`src/rtl/commit_dests_pkg.sv`:
```
// Shared encodings for the commit/writeback sequencer.
//   OPND_DEST_* : destination kind encodings and their one-hot bit indices
//   COMMIT_FAULT_* : bit positions in the sticky fault vector
//   REG_* : register selectors, EAX=0 .. EDI=7
package commit_dests_pkg;

  localparam logic [1:0] OPND_DEST_NONE     = 2'b00;
  localparam logic [1:0] OPND_DEST_REG_1HOT = 2'b01;
  localparam logic [1:0] OPND_DEST_MEM_1HOT = 2'b10;

  localparam int unsigned OPND_DEST_REG = 0;
  localparam int unsigned OPND_DEST_MEM = 1;

  localparam int unsigned COMMIT_FAULT_ILLEGAL = 0;
  localparam int unsigned COMMIT_FAULT_MEM     = 1;
  localparam int unsigned COMMIT_FAULT_HINT    = 2;

  localparam logic [2:0] REG_EAX = 3'd0;
  localparam logic [2:0] REG_ECX = 3'd1;
  localparam logic [2:0] REG_EDX = 3'd2;
  localparam logic [2:0] REG_EBX = 3'd3;
  localparam logic [2:0] REG_ESP = 3'd4;
  localparam logic [2:0] REG_EBP = 3'd5;
  localparam logic [2:0] REG_ESI = 3'd6;
  localparam logic [2:0] REG_EDI = 3'd7;

endpackage

```
`src/rtl/commit_hint_match.sv`:
```
// Combinational match of one memory destination against the two write hints.
// Ports:
//   addr, val      : destination effective address and value
//   hint ports     : latched write/read direction, address and data of each hint
//   used1, used2   : hint already consumed by an earlier destination
//   match1, match2 : the first or second hint explains this destination; the first
//                    hint has priority, so at most one is asserted
module commit_hint_match (
  input  logic [31:0] addr,
  input  logic [31:0] val,
  input  logic        hint1_is_write,
  input  logic [31:0] hint1_address,
  input  logic [31:0] hint1_data,
  input  logic        hint2_is_write,
  input  logic [31:0] hint2_address,
  input  logic [31:0] hint2_data,
  input  logic        used1,
  input  logic        used2,
  output logic        match1,
  output logic        match2
);

  logic cand1, cand2;

  assign cand1  = hint1_is_write && (hint1_address == addr) && (hint1_data == val) && !used1;
  assign cand2  = hint2_is_write && (hint2_address == addr) && (hint2_data == val) && !used2;
  assign match1 = cand1;
  assign match2 = cand2 && !cand1;

endmodule

```
`src/rtl/commit_dests.sv`:
```
// Writeback/commit sequencer. Accepts a bundle of two destination descriptors with
// their result values plus two memory hints, then over fixed cycles issues register
// writes (dest0, then dest1) and checks memory destinations against write hints.
// Completion is offered on done_valid with a sticky fault vector.
// Ports:
//   clk, rst (async, active high)
//   in_valid/in_ready          : bundle handshake
//   destN_kind/sel/val         : destination descriptors and values
//   hintN_is_write/address/data: memory hints
//   rf_we/rf_sel/rf_data       : one-cycle register write strobe
//   done_valid/done_ready      : completion handshake
//   fault                      : [0] illegal kind/sel, [1] unmatched mem, [2] unused hint
// Optional feature: define COMMIT_UNUSED_HINT_CHECK_EN to flag write hints that no
// memory destination consumed.
module commit_dests
  import commit_dests_pkg::*;
(
  input  logic        clk,
  input  logic        rst,
  input  logic        in_valid,
  output logic        in_ready,
  input  logic [1:0]  dest0_kind,
  input  logic [31:0] dest0_sel,
  input  logic [31:0] dest0_val,
  input  logic [1:0]  dest1_kind,
  input  logic [31:0] dest1_sel,
  input  logic [31:0] dest1_val,
  input  logic        hint1_is_write,
  input  logic [31:0] hint1_address,
  input  logic [31:0] hint1_data,
  input  logic        hint2_is_write,
  input  logic [31:0] hint2_address,
  input  logic [31:0] hint2_data,
  output logic        rf_we,
  output logic [2:0]  rf_sel,
  output logic [31:0] rf_data,
  output logic        done_valid,
  input  logic        done_ready,
  output logic [2:0]  fault
);

  typedef enum logic [1:0] {StIdle, StWb0, StWb1, StFin} state_e;

  state_e      state_q;
  logic [1:0]  kind0_q, kind1_q;
  logic [31:0] sel0_q, sel1_q, val0_q, val1_q;
  logic        h1_we_q, h2_we_q;
  logic [31:0] h1_addr_q, h1_data_q, h2_addr_q, h2_data_q;
  logic        used1_q, used2_q;

  logic [1:0]  cur_kind;
  logic [31:0] cur_sel, cur_val;
  logic        match1, match2;
  logic        step_we;
  logic [2:0]  step_fault;
  logic        step_used1, step_used2;

  // The write-back stages share one datapath; the state picks which latched dest.
  always_comb begin
    cur_kind = kind0_q;
    cur_sel  = sel0_q;
    cur_val  = val0_q;
    if (state_q == StWb1) begin
      cur_kind = kind1_q;
      cur_sel  = sel1_q;
      cur_val  = val1_q;
    end
  end

  commit_hint_match u_hint_match (
    .addr           (cur_sel),
    .val            (cur_val),
    .hint1_is_write (h1_we_q),
    .hint1_address  (h1_addr_q),
    .hint1_data     (h1_data_q),
    .hint2_is_write (h2_we_q),
    .hint2_address  (h2_addr_q),
    .hint2_data     (h2_data_q),
    .used1          (used1_q),
    .used2          (used2_q),
    .match1         (match1),
    .match2         (match2)
  );

  // Effect of the current write-back stage on write strobe, faults and hint usage.
  always_comb begin
    step_we    = 1'b0;
    step_fault = fault;
    step_used1 = used1_q;
    step_used2 = used2_q;
    if (cur_kind[OPND_DEST_REG] && cur_kind[OPND_DEST_MEM]) begin
      step_fault[COMMIT_FAULT_ILLEGAL] = 1'b1;
    end else if (cur_kind[OPND_DEST_REG]) begin
      if (cur_sel[31:3] == 29'd0) begin
        step_we = 1'b1;
      end else begin
        step_fault[COMMIT_FAULT_ILLEGAL] = 1'b1;
      end
    end else if (cur_kind[OPND_DEST_MEM]) begin
      if (match1) begin
        step_used1 = 1'b1;
      end else if (match2) begin
        step_used2 = 1'b1;
      end else begin
        step_fault[COMMIT_FAULT_MEM] = 1'b1;
      end
    end
`ifdef COMMIT_UNUSED_HINT_CHECK_EN
    // Uses this stage's updated flags so a hint consumed by dest1 counts as used.
    if ((state_q == StWb1) &&
        ((h1_we_q && !step_used1) || (h2_we_q && !step_used2))) begin
      step_fault[COMMIT_FAULT_HINT] = 1'b1;
    end
`endif
  end

  always_ff @(posedge clk or posedge rst) begin
    if (rst) begin
      state_q    <= StIdle;
      in_ready   <= 1'b1;
      rf_we      <= 1'b0;
      rf_sel     <= REG_EAX;
      rf_data    <= 32'd0;
      done_valid <= 1'b0;
      fault      <= 3'd0;
      used1_q    <= 1'b0;
      used2_q    <= 1'b0;
      kind0_q    <= OPND_DEST_NONE;
      kind1_q    <= OPND_DEST_NONE;
      sel0_q     <= 32'd0;
      sel1_q     <= 32'd0;
      val0_q     <= 32'd0;
      val1_q     <= 32'd0;
      h1_we_q    <= 1'b0;
      h2_we_q    <= 1'b0;
      h1_addr_q  <= 32'd0;
      h1_data_q  <= 32'd0;
      h2_addr_q  <= 32'd0;
      h2_data_q  <= 32'd0;
    end else begin
      // Write strobe and its payload are single-cycle and zero otherwise.
      rf_we   <= 1'b0;
      rf_sel  <= REG_EAX;
      rf_data <= 32'd0;
      unique case (state_q)
        StIdle: begin
          if (in_valid && in_ready) begin
            kind0_q   <= dest0_kind;
            sel0_q    <= dest0_sel;
            val0_q    <= dest0_val;
            kind1_q   <= dest1_kind;
            sel1_q    <= dest1_sel;
            val1_q    <= dest1_val;
            h1_we_q   <= hint1_is_write;
            h1_addr_q <= hint1_address;
            h1_data_q <= hint1_data;
            h2_we_q   <= hint2_is_write;
            h2_addr_q <= hint2_address;
            h2_data_q <= hint2_data;
            fault     <= 3'd0;
            used1_q   <= 1'b0;
            used2_q   <= 1'b0;
            in_ready  <= 1'b0;
            state_q   <= StWb0;
          end
        end
        StWb0, StWb1: begin
          if (step_we) begin
            rf_we   <= 1'b1;
            rf_sel  <= cur_sel[2:0];
            rf_data <= cur_val;
          end
          fault   <= step_fault;
          used1_q <= step_used1;
          used2_q <= step_used2;
          state_q <= (state_q == StWb0) ? StWb1 : StFin;
        end
        StFin: begin
          // First FIN cycle only raises done_valid, fixing completion at accept + 3.
          if (!done_valid) begin
            done_valid <= 1'b1;
          end else if (done_ready) begin
            done_valid <= 1'b0;
            in_ready   <= 1'b1;
            state_q    <= StIdle;
          end
        end
        default: state_q <= StIdle;
      endcase
    end
  end

endmodule

```
`config.mk`:
```
export PLATFORM = sky130hd
export DESIGN_NAME = commit_dests
export DESIGN_NICKNAME = d
export VERILOG_FILES = /design/src/rtl/commit_dests_pkg.sv /design/src/rtl/commit_hint_match.sv /design/src/rtl/commit_dests.sv
export SDC_FILE = /design/constraint.sdc
export NUM_CORES = 1
export LEC_CHECK = 0
export BUFFER_PORTS_ARGS = -buffer_cell sky130_fd_sc_hd__buf_2
export CORE_MARGIN = 2
export CORE_UTILIZATION = 50
export CTS_BUF_LIST = sky130_fd_sc_hd__clkbuf_16
export DETAILED_ROUTE_END_ITERATION = 8
export PLACE_DENSITY_LB_ADDON = 0.3
export SLEW_MARGIN = 25
export SYNTH_ARGS = -nofsm -noshare
export SYNTH_HDL_FRONTEND = slang
export SYNTH_HIERARCHICAL = 1
export SYNTH_SLANG_ARGS = --single-unit
```
`constraint.sdc`:
```
create_clock -name clk -period 13.6 [get_ports clk]
set_clock_uncertainty 0.1 [all_clocks]
set_input_delay 4.08 -clock clk [delete_from_list [all_inputs] [get_ports clk]]
set_output_delay 4.08 -clock clk [all_outputs]
set_load 0.05 [all_outputs]
```
==> results of run 1 <==
==> worst paths after layout <==
check	start	endpoint	slack (ns)	cells past startpoint
min in group asynchronous	rst	val0_q[20]$_DFFE_PP0P_	3.57	2
min	val0_q[3]$_DFFE_PP0P_	val0_q[3]$_DFFE_PP0P_	0.40	1
max reg2reg	state_q[0]$_DFFE_PP0P_	fault[1]$_DFFE_PP0P_	9.48	10
min reg2reg	val0_q[3]$_DFFE_PP0P_	val0_q[3]$_DFFE_PP0P_	0.40	1
max in group asynchronous	rst	h2_addr_q[29]$_DFFE_PP0P_	7.74	5
max	in_valid	h2_data_q[9]$_DFFE_PP0P_	7.24	5
==> cells by family (layout without fill, tap and decap cells) <==
kind of cell / count (synthesis) / after routing / synth area share, %
buf+inv: 75 / 407 / 2.57
other cells: 1 / 7 / 0.0272
xor+xnor: 101 / 101 / 6.42
compound gates: 46 / 46 / 2.38
mux: 330 / 330 / 27.0
simple gates: 119 / 119 / 5.72
fa+ha+maj: 4 / 4 / 0.363
flops: 306 / 306 / 55.5
==> metal layers <==
layer  vias up  track usage [%]  share of wire, %
li1       4101                -                 -
met1      4519             35.0                44
met2       262             42.7                49
met3        46             3.81               5.1
met4         2             6.84               2.0
met5         -                0             0.036
==> power by group <==
group	switching [uW]	internal [uW]
sequential	0	911
clock	362	582
combinational	33.7	28.7
==> critical path, stage by stage <==
cell and delay (ns):
buf_2 0.12, nand3_4 0.35, buf_6 0.64, buf_4 0.86, mux2_2 0.42
==> state kept, by name (all words and copies together), names as in the netlist, 2 cells and up <==
register / flops
val0_q: 32
kind0_q: 2
h2_addr_q: 32
sel0_q: 32
sel1_q: 32
fault: 2
rf_data: 32
kind1_q: 2
rf_sel: 3
h1_addr_q: 32
state_q: 2
h1_data_q: 32
h2_data_q: 32
val1_q: 32
==> metrics by stage <==
step | power (uW) | cells | hold WS [ns]
floorplan | 942 | 982 | 0.367
global placement | 990 | 1594 | 0.380
detailed placement | 991 | 1595 | 0.389
CTS | 1930 | 1655 | 0.401
global route | 1980 | 1660 | 0.414
finish | 1920 | 1661 | 0.398
==> Yosys cell counts, drive strengths merged <==
cell type / instances
mux2: 328
dfrtp: 305
xor2: 57
xnor2: 44
buf: 39
inv: 31
nor2b: 30
nor4: 28
nand4: 18
nand2: 13
o22ai: 10
o21ai: 8
a21oi: 7
nor2: 7
nand3: 6
and2b: 5
nor3: 5
a221oi: 4
a22oi: 4
ha: 4
clkinv: 3
a211oi: 2
a222oi: 2
and3: 2
clkbuf: 2
mux2i: 2
o2bb2ai: 2
a2111oi: 1
a22o: 1
a2bb2oi: 1
a31oi: 1
and2: 1
conb: 1
dfstp: 1
nor3b: 1
o2111a: 1
o211a: 1
o221ai: 1
or3b: 1
or4: 1
or4b: 1
==> final cells by class <==
| type | instances | area [um^2] | area share [%] |
|---|---|---|---|
| Sequential cell | 306 | 7660 | 45.6 |
| Multi-Input combinational cell | 601 | 5800 | 34.5 |
| Timing Repair Buffer | 313 | 1610 | 9.59 |
| Clock buffer | 37 | 926 | 5.51 |
| Tap cell | 341 | 427 | 2.54 |
| Clock inverter | 23 | 223 | 1.33 |
| Inverter | 34 | 135 | 0.805 |
| Antenna cell | 6 | 15.0 | 0.0894 |
==> metrics.md, run 1 <==
| Metric | Value |
|---|---|
| MaxCap Viol Count | 0 |
| Grt ovf | 0 |
| Area Overhead vs Synth | 21.8% |
| Final WS setup | roughly 7.2 ns |
| Global-route wire length before repair | 54900 um |
| Avg Cell Area, Syn | 14.0 um^2 |
| Status | complete, no violations |
| Post-place instance area | 15600 um^2 |
| Mapped cell area | 13800 um^2 |
| Top cell type's share of synthesized area | between 50% and 60% |
| Initial antenna violation count | 6 |
| Worst slew pin tran | 1.07 ns |
| Leakage | 0.00913 uW |
| Setup WS pre-CTS | 6.49 ns |
| Setup TNS | 0 ns |
| Setup Viol. Count Final | 0 |
| Die Height | 170 um |
| Fin util | between 60% and 70% |
| Crit path DAT | between 6 and 7 ns |
| I/O pin count | 307 |
| HPWL Detailed | 27300 um |
| DR iter-0 viols | 664 |
| Slew HR | 28.9% |
| RSZ-0062 raised after global routing | no |
| #FFs+latches synth | 306 |
| Mapped Cells | roughly 1000 |
| PD cells | 114 nW/um^2 |
| 1st-pass router iterations | 4 |
| Synth area leader | dfrtp_1 |
| Post-CTS setup repair buffer count | 0 |
| Nets | 1560 |
| Fraction of layout cells with a size suffix above 1 | 54.6% |
| Endpoints failing hold | 0 |
| Row count | 60 |
| Clock Sinks | slightly above 300 |
| DRC Markers | 0 |
| Peak Freq | between 0.15 and 0.2 GHz |
| Vias in the first global route | 9406 |
| Most frequent cells in the layout | 326 x mux2_2, 305 x dfrtp_1, 305 x buf_2, 57 x xor2_1, 44 x xnor2_1 |
| Warnings, synthesis | 6 |
| Area of the core | 27000 um^2 |
| Clk slew on worst S/H paths | 0.06 ns |
| Setup crit end kind | register |
| Post-Syn Nets | 1252 |
| PortBufs | 305 |
| Type of the most critical hold path | reg2reg |
| Via-to-Cell Ratio | 5.38 |
| Final Cycle Share | between 40% and 50% |
| Die area | 28900 um^2 |
| Initial cell density of the core | 51.0% |
| Largest fanout on the critical path | between 80 and 90 |
| Worst skew pair latency | 0.51 ns |
| CTS tree | yes |
| Routed Antenna Nets | 0 |
| Peak supply drop | around 0.000070 V |
| Wire per inst | ~22 um |
| GPL Wtd Cong | 0.840 |
| CTS H-tree depth | 2 |
| Chip width | 170 um |
| Clock root cell | clkbuf_16 |
| Most common cell after layout, fill and taps aside | mux2_2 |
| Worst EP required | 13.88 ns |
| CTS buffer count | 34 |
| Fillers | approximately 2200 |
| Post-CTS sizing | 0 |
| Final instance area | 16800 um^2 |
| Largest net degree at the start of global routing | 94 |
| Post-cts hold buffer count | 0 |
| Global-route usage over all layers | 25.5% |
| CP Launch Type | input pin |
| Post-layout min period | 6.36 ns |
| Register area share after synthesis | approximately 56% |
| Via count | 8930 |
| Netlist cell types | 53 |
| Final-report max-slew violation count | 0 |
| Clock buffer depth | 3 |
| Final WL | 36500 um |
| Area contributors post-synth | dfrtp_1 55%, mux2_2 27%, xor2_1 3.6% |
| Setup CP Type | in2reg |
(Power assumes the default switching activity.)
==> inputs of run 2 (changes only) <==
Settings changed: CORE_UTILIZATION 50 to 49.
Clock period 13.6 ns to 5.8 ns, I/O delays scaled along.
==> metrics.md, run 2 (synthesis gave the netlist of run 1 again) <==
| Metric | Value |
|---|---|
| Status | complete, no violations |
| Type of the most critical hold path | reg2reg |
| Worst skew pair latency | 0.51 ns (about the same) |
| Worst path cell trace | inv_1 -> ha_4 -> buf_4 -> mux2_2 -> xor2_1 -> nor4_1 -> nand4_1 -> or3b_1 -> o2111a_1 -> nand3_1 -> nand2_1 |
| DRC Markers | 0 (unchanged) |
| Worst R2R Path Depth | 11 (+1) |
| Wire per inst | 22.2 um (+1.1%) |
| GPL Wtd Cong | 0.949 (+13%) |
| Most common cell after layout, fill and taps aside | mux2_2 |
| Final WL | 37900 um (+3.7%) |
| Hold Path Stages | 1 (unchanged) |
| Hold slack | 0.400 ns (+0.00135 ns) |
| Clock Sinks | 306 (unchanged) |
| Peak supply drop | 0.000195 V (+180%) |
| Post-CTS sizing | 0 (unchanged) |
| Worst EP required | 6.09 ns (-7.79 ns) |
| Area of the core | 27800 um^2 (+2.8%) |
| Routed Antenna Nets | 0 (unchanged) |
| Chip width | 172 um (+0.99%) |
| Final Cycle Share | 66.0% |
| Internal Dissipation | 3350 uW (+120%) |
| Post-place instance area | 15700 um^2 (+0.51%) |
| Share of power burned in registers | 49.8% (+2.3 points) |
| Area Overhead vs Synth | 21.6% |
| Largest fanout on the critical path | 44 (-49%) |
| Final-report max-slew violation count | 0 (unchanged) |
| CP Launch Type | register |
| Die area | 29500 um^2 (+2.0%) |
| Largest net degree at the start of global routing | 121 (+29%) |
| RSZ-0062 raised after global routing | no |
| Post-CTS setup repair buffer count | 0 (unchanged) |
| Initial antenna violation count | 12 (+6) |
| Global-route wire length before repair | 56000 um (+1.9%) |
| Psw | 942 uW (+140%) |
| Slowest stage delay, CP | 0.62 ns (-0.24 ns) |
| R2R Setup Slk | 1.97 ns (-7.51 ns) |
| Slew HR | 51.1% (+22 points) |
| Comb pwr share | 3.3% (about the same) |
| RR Endpoint | used2_q$_DFFE_PP0P_ |
| 1st-pass router iterations | 5 (+1) |
| Post-layout min period | 3.83 ns |
| Setup Viol. Count Final | 0 (unchanged) |
| Setup CP Type | reg2reg |
| Via count | 9106 (+2.0%) |
| I/O pin count | 307 (unchanged) |
| Clock root cell | clkbuf_16 |
| MaxCap Viol Count | 0 (unchanged) |
| Clock buffer depth | 3 (unchanged) |
| Post-cts hold buffer count | 0 (unchanged) |
| Setup crit end kind | register |
| Top Family by Delay on Critical Path | simple AND/OR/NAND/NOR gates |
| Grt ovf | 0 (unchanged) |
| Endpoints failing hold | 0 (unchanged) |
| DR iter-0 viols | 603 (-9.2%) |
| WHS Endpoint | sel1_q[1]$_DFFE_PP0P_ |
| CTS buffer count | 35 (+2.9%) |
| Via-to-Cell Ratio | 5.34 (-0.66%) |
| Hold Startpoint | sel1_q[1]$_DFFE_PP0P_ |
| HPWL Detailed | 28600 um (+4.9%) |
| Clk slew on worst S/H paths | 0.07 ns (about the same) |
| CP Buf/Inv Count | 2 (-1) |
| Net Sw Frac | 22.0% (+1.3 points) |
| Leakage | 0.00909 uW (-0.43%) |
| Final instance area | 16800 um^2 (-0.16%) |
| Peak Freq | ~0.26 GHz |
| Multi-input logic area | 5800 um^2 (unchanged) |
| CTS H-tree depth | 2 (unchanged) |
| Crit-path slowest cell | ha_4 |
| Most frequent cells in the layout | 326 x mux2_2, 305 x dfrtp_1, 305 x buf_2, 57 x xor2_1, 44 x xnor2_1 |
| PortBufs | 305 (unchanged) |
| Row count | 61 (+1.7%) |
| PD cells | 256 nW/um^2 (+120%) |
| Worst slew pin tran | 0.726 ns (-0.340 ns) |
| Crit path DAT | 4.12 ns (-2.53 ns) |
| Fraction of layout cells with a size suffix above 1 | 55.1% (+0.52 points) |
| Fillers | 2310 (+5.8%) |
| Clock power frac | 46.9% (-2.3 points) |
| Initial cell density of the core | 49.6% (-1.4 points) |
| Die Height | 172 um (+0.99%) |
| Critical R2R Launch | state_q[0]$_DFFE_PP0P_ |
| Vias in the first global route | 9395 (-0.12%) |
| Nets | 1562 (+0.13%) |
| Global-route usage over all layers | 25.6% (+0.10 points) |
| Reg area | 7660 um^2 (unchanged) |
| CTS tree | yes |
[run 2: cell count changes in the layout (fill, tap and decap cells not counted), moves of 2 or more]
cell        delta
clkbuf_16      -2
diode_2        +5
buf_12         +4
clkinv_1       -5
bufinv_16      -4
clkinvlp_4     +3
clkinv_2       +9
[run 2: cell type report]
class | instances | area share [%]
Sequential cell | 306 | 45.7
Tap cell | 378 | 2.82
Clock buffer | 35 | 5.22
Clock inverter | 26 | 0.940
Timing Repair Buffer | 314 | 9.80
Antenna cell | 11 | 0.164
Multi-Input combinational cell | 601 | 34.6
Inverter | 34 | 0.783
[run 2: worst max path at each step]
stage,to,slack (ns),cells after the start,from
after floorplan,done_valid$_DFFE_PP0P_,-0.11,1,rst
after global placement,fault[1]$_DFFE_PP0P_,2.03,11,state_q[0]$_DFFE_PP0P_
after detailed placement,fault[1]$_DFFE_PP0P_,1.98,11,state_q[0]$_DFFE_PP0P_
after CTS,used2_q$_DFFE_PP0P_,1.97,12,state_q[0]$_DFFE_PP0P_
after global routing,used2_q$_DFFE_PP0P_,1.78,12,state_q[0]$_DFFE_PP0P_
final,used2_q$_DFFE_PP0P_,1.97,11,state_q[0]$_DFFE_PP0P_
[run 2: worst reg2reg max path, delay by kind of cell (launching register included)]
kind                       cells  cell delay, ns
DFF                            1            0.41
muxes                          1            0.43
buffers and inverters          2            0.61
xor gates and xnor gates       1            0.16
AOI/OAI and AO/OA              1            0.27
adders and majority gates      1            0.62
and+or+nand+nor                5            1.11
[run 2: power by group through the flow]
stage          combinational, uW  clock, uW  sequential, uW
2_1_floorplan               35.2          0            2180
3_3_place_gp                 145          0            2170
3_5_place_dp                 146          0            2170
4_1_cts                      147       2050            2130
5_1_grt                      160       2150            2130
6_report                     143       2010            2140
[run 2: layer usage]
metal	routed length (um)	global-route usage, %
met1	15900	33.8
met4	1090	8.40
met3	3030	6.56
met2	17900	41.6
met5	42	0
[run 2: stage by stage]
step	power, uW	utilization (%)	TNS (ns)	worst slack (ns)	std cells
5_1_grt	4440	60.3	0	1.78	1701
6_report	4290	60.4	0	1.97	1705
4_1_cts	4330	60.3	0	1.97	1694
3_5_place_dp	2320	56.5	0	1.98	1633
2_1_floorplan	2210	-	-33.60	-0.110	982
3_3_place_gp	2320	56.5	0	2.03	1633
==> inputs of run 3 (changes only) <==
Clock period 5.8 ns to 3.4 ns, I/O delays scaled along.
==> metrics.md, run 3 (synthesis gave the netlist of run 1 again) <==
| Metric | Value |
|---|---|
| Status | complete, no violations |
| Share of power burned in registers | 47.7% (-2.1 points) |
| Post-cts hold buffer count | 0 (unchanged) |
| Fillers | 2251 (-2.6%) |
| Final-report max-slew violation count | 0 (unchanged) |
| Via count | 9176 (+0.77%) |
| Clock Sinks | 306 (unchanged) |
| RSZ-0062 raised after global routing | no |
| Multi-input logic area | 5800 um^2 (unchanged) |
| Post-CTS sizing | 0 (unchanged) |
| Hold slack | 0.365 ns (-0.0347 ns) |
| Most frequent cells in the layout | 326 x mux2_2, 305 x dfrtp_1, 305 x buf_2, 57 x xor2_1, 44 x xnor2_1 |
| Final WS setup | 0.207 ns (-1.76 ns) |
| Setup CP Type | reg2reg |
| Type of the most critical hold path | in2async |
| Initial antenna violation count | 2 (-10) |
| Crit path DAT | 3.48 ns (-0.64 ns) |
| 1st-pass router iterations | 5 (unchanged) |
| HPWL Detailed | 29100 um (+1.4%) |
| Fraction of layout cells with a size suffix above 1 | 55.4% (+0.32 points) |
| Leakage | 0.00924 uW (+1.6%) |
| Setup Viol. Count Final | 0 (unchanged) |
| Wire per inst | 22.4 um (+0.94%) |
| Clock buffer depth | 3 (unchanged) |
| Worst slew pin tran | 0.655 ns (-0.0712 ns) |
| Worst EP required | 3.69 ns (-2.40 ns) |
| PortBufs | 305 (unchanged) |
| Clk slew on worst S/H paths | 0.06 ns (about the same) |
| Slew HR | 56.3% (+5.2 points) |
| Area Overhead vs Synth | 23.3% |
| Die area | 29500 um^2 (unchanged) |
| Most common cell after layout, fill and taps aside | mux2_2 |
| DR iter-0 viols | 644 (+6.8%) |
| Comb pwr share | 3.5% (+0.2 points) |
| Final Cycle Share | 93.9% (+28 points) |
| Chip width | 172 um (unchanged) |
| Area of the core | 27800 um^2 (unchanged) |
| Global-route usage over all layers | 26.0% (+0.31 points) |
| Via-to-Cell Ratio | 5.37 (+0.53%) |
| Final WL | 38300 um (+1.2%) |
| Post-layout min period | 3.19 ns (-0.636 ns) |
| PD cells | 449 nW/um^2 (+76%) |
| Setup TNS | 0 ns (unchanged) |
| Setup WS pre-CTS | 0.105 ns (-1.87 ns) |
| Setup crit end kind | register |
| Vias in the first global route | 9448 (+0.56%) |
| Psw | 1620 uW (+72%) |
| MaxCap Viol Count | 0 (unchanged) |
| Net Sw Frac | 21.2% (-0.72 points) |
| Clock root cell | clkbuf_16 |
| Global-route wire length before repair | 56600 um (+1.2%) |
| Largest net degree at the start of global routing | 113 (-6.6%) |
| Nets | 1575 (+0.83%) |
| Peak Freq | 0.313 GHz (+20%) |
| GPL Wtd Cong | 0.877 (-7.6%) |
| Initial cell density of the core | 49.6% (unchanged) |
| CTS buffer count | 35 (unchanged) |
| Fin util | 61.2% (+0.85 points) |
| Endpoints failing hold | 0 (unchanged) |
| Internal Dissipation | 6020 uW (+80%) |
| Row count | 61 (unchanged) |
| CP Launch Type | register |
| Grt ovf | 0 (unchanged) |
| I/O pin count | 307 (unchanged) |
| Largest fanout on the critical path | 20 (-55%) |
| Reg area | 7660 um^2 (unchanged) |
| Die Height | 172 um (unchanged) |
| DRC Markers | 0 (unchanged) |
| Peak supply drop | 0.000278 V (+42%) |
| CTS H-tree depth | 2 (unchanged) |
| CTS tree | yes |
| Clock power frac | 48.9% (+2.0 points) |
| Worst skew pair latency | 0.51 ns (about the same) |
| Routed Antenna Nets | 0 (unchanged) |
-- run 3: cell count changes in the layout (fill, tap and decap cells not counted), sizes merged --
cell      previous run  this run
bufinv               1         5
buf                314       327
diode               11         1
inv                 34        38
clkinvlp             4         2
clkinv              21        16
-- run 3: metal layers --
| metal | up-vias | global-route usage [%] | share of wire, % |
|---|---|---|---|
| met5 | - | 0 | 0.034 |
| met4 | 2 | 6.98 | 2.4 |
| met3 | 64 | 4.76 | 7.3 |
| met2 | 371 | 42.1 | 47 |
| met1 | 4605 | 36.1 | 43 |
| li1 | 4134 | - | - |
-- run 3: final cells by class --
class	count	area share [%]
Timing Repair Buffer	327	10.6
Clock buffer	35	5.15
Inverter	34	0.773
Tap cell	378	2.78
Sequential cell	306	45.0
Multi-Input combinational cell	601	34.1
Clock inverter	27	1.52
Antenna cell	1	0.0147
-- run 3: power by group through the flow --
stage          Sequential, uW  Clock, uW  Combinational, uW
6_report                 3640       3730                266
5_1_grt                  3640       3960                292
4_1_cts                  3640       3790                272
3_5_place_dp             3710          0                271
3_3_place_gp             3710          0                275
2_1_floorplan            3710          0               60.0
-- run 3: what timing repair did --
action                                  in CTS  in global routing
endpoints found under the hold margin        0                  0
buffers inserted                             0                  4
endpoints found under the setup margin       0                  3
-- run 3: worst paths after layout --
kind | slack (ns) | cells past startpoint | to | from
max | 0.21 | 12 | used2_q$_DFFE_PP0P_ | state_q[0]$_DFFE_PP0P_
min | 0.37 | 2 | val0_q[8]$_DFFE_PP0P_ | rst
max reg2reg | 0.21 | 12 | used2_q$_DFFE_PP0P_ | state_q[0]$_DFFE_PP0P_
min reg2reg | 0.40 | 1 | sel1_q[0]$_DFFE_PP0P_ | sel1_q[0]$_DFFE_PP0P_
max in group asynchronous | 1.92 | 3 | h1_addr_q[27]$_DFFE_PP0P_ | rst
min in group clk | 0.40 | 1 | sel1_q[0]$_DFFE_PP0P_ | sel1_q[0]$_DFFE_PP0P_
-- run 3: per-stage QoR --
step / total power [uW] / cells / instance area [um^2]
floorplan: 3770 / 982 / 13800
global placement: 3980 / 1642 / 15800
detailed placement: 3980 / 1642 / 15800
CTS: 7710 / 1704 / 17000
global route: 7890 / 1709 / 17000
finish: 7640 / 1709 / 17000
-- run 3: critical path, cell delays in order (launching register included) --
cell      delay (ns)
dfrtp_1         0.40
inv_1           0.14
ha_4            0.26
buf_12          0.20
mux2_2          0.38
inv_1           0.16
o22ai_1         0.09
or4_1           0.50
nor4_1          0.24
nand4_1         0.17
o2111a_1        0.29
nand3_1         0.07
nand2_1         0.05
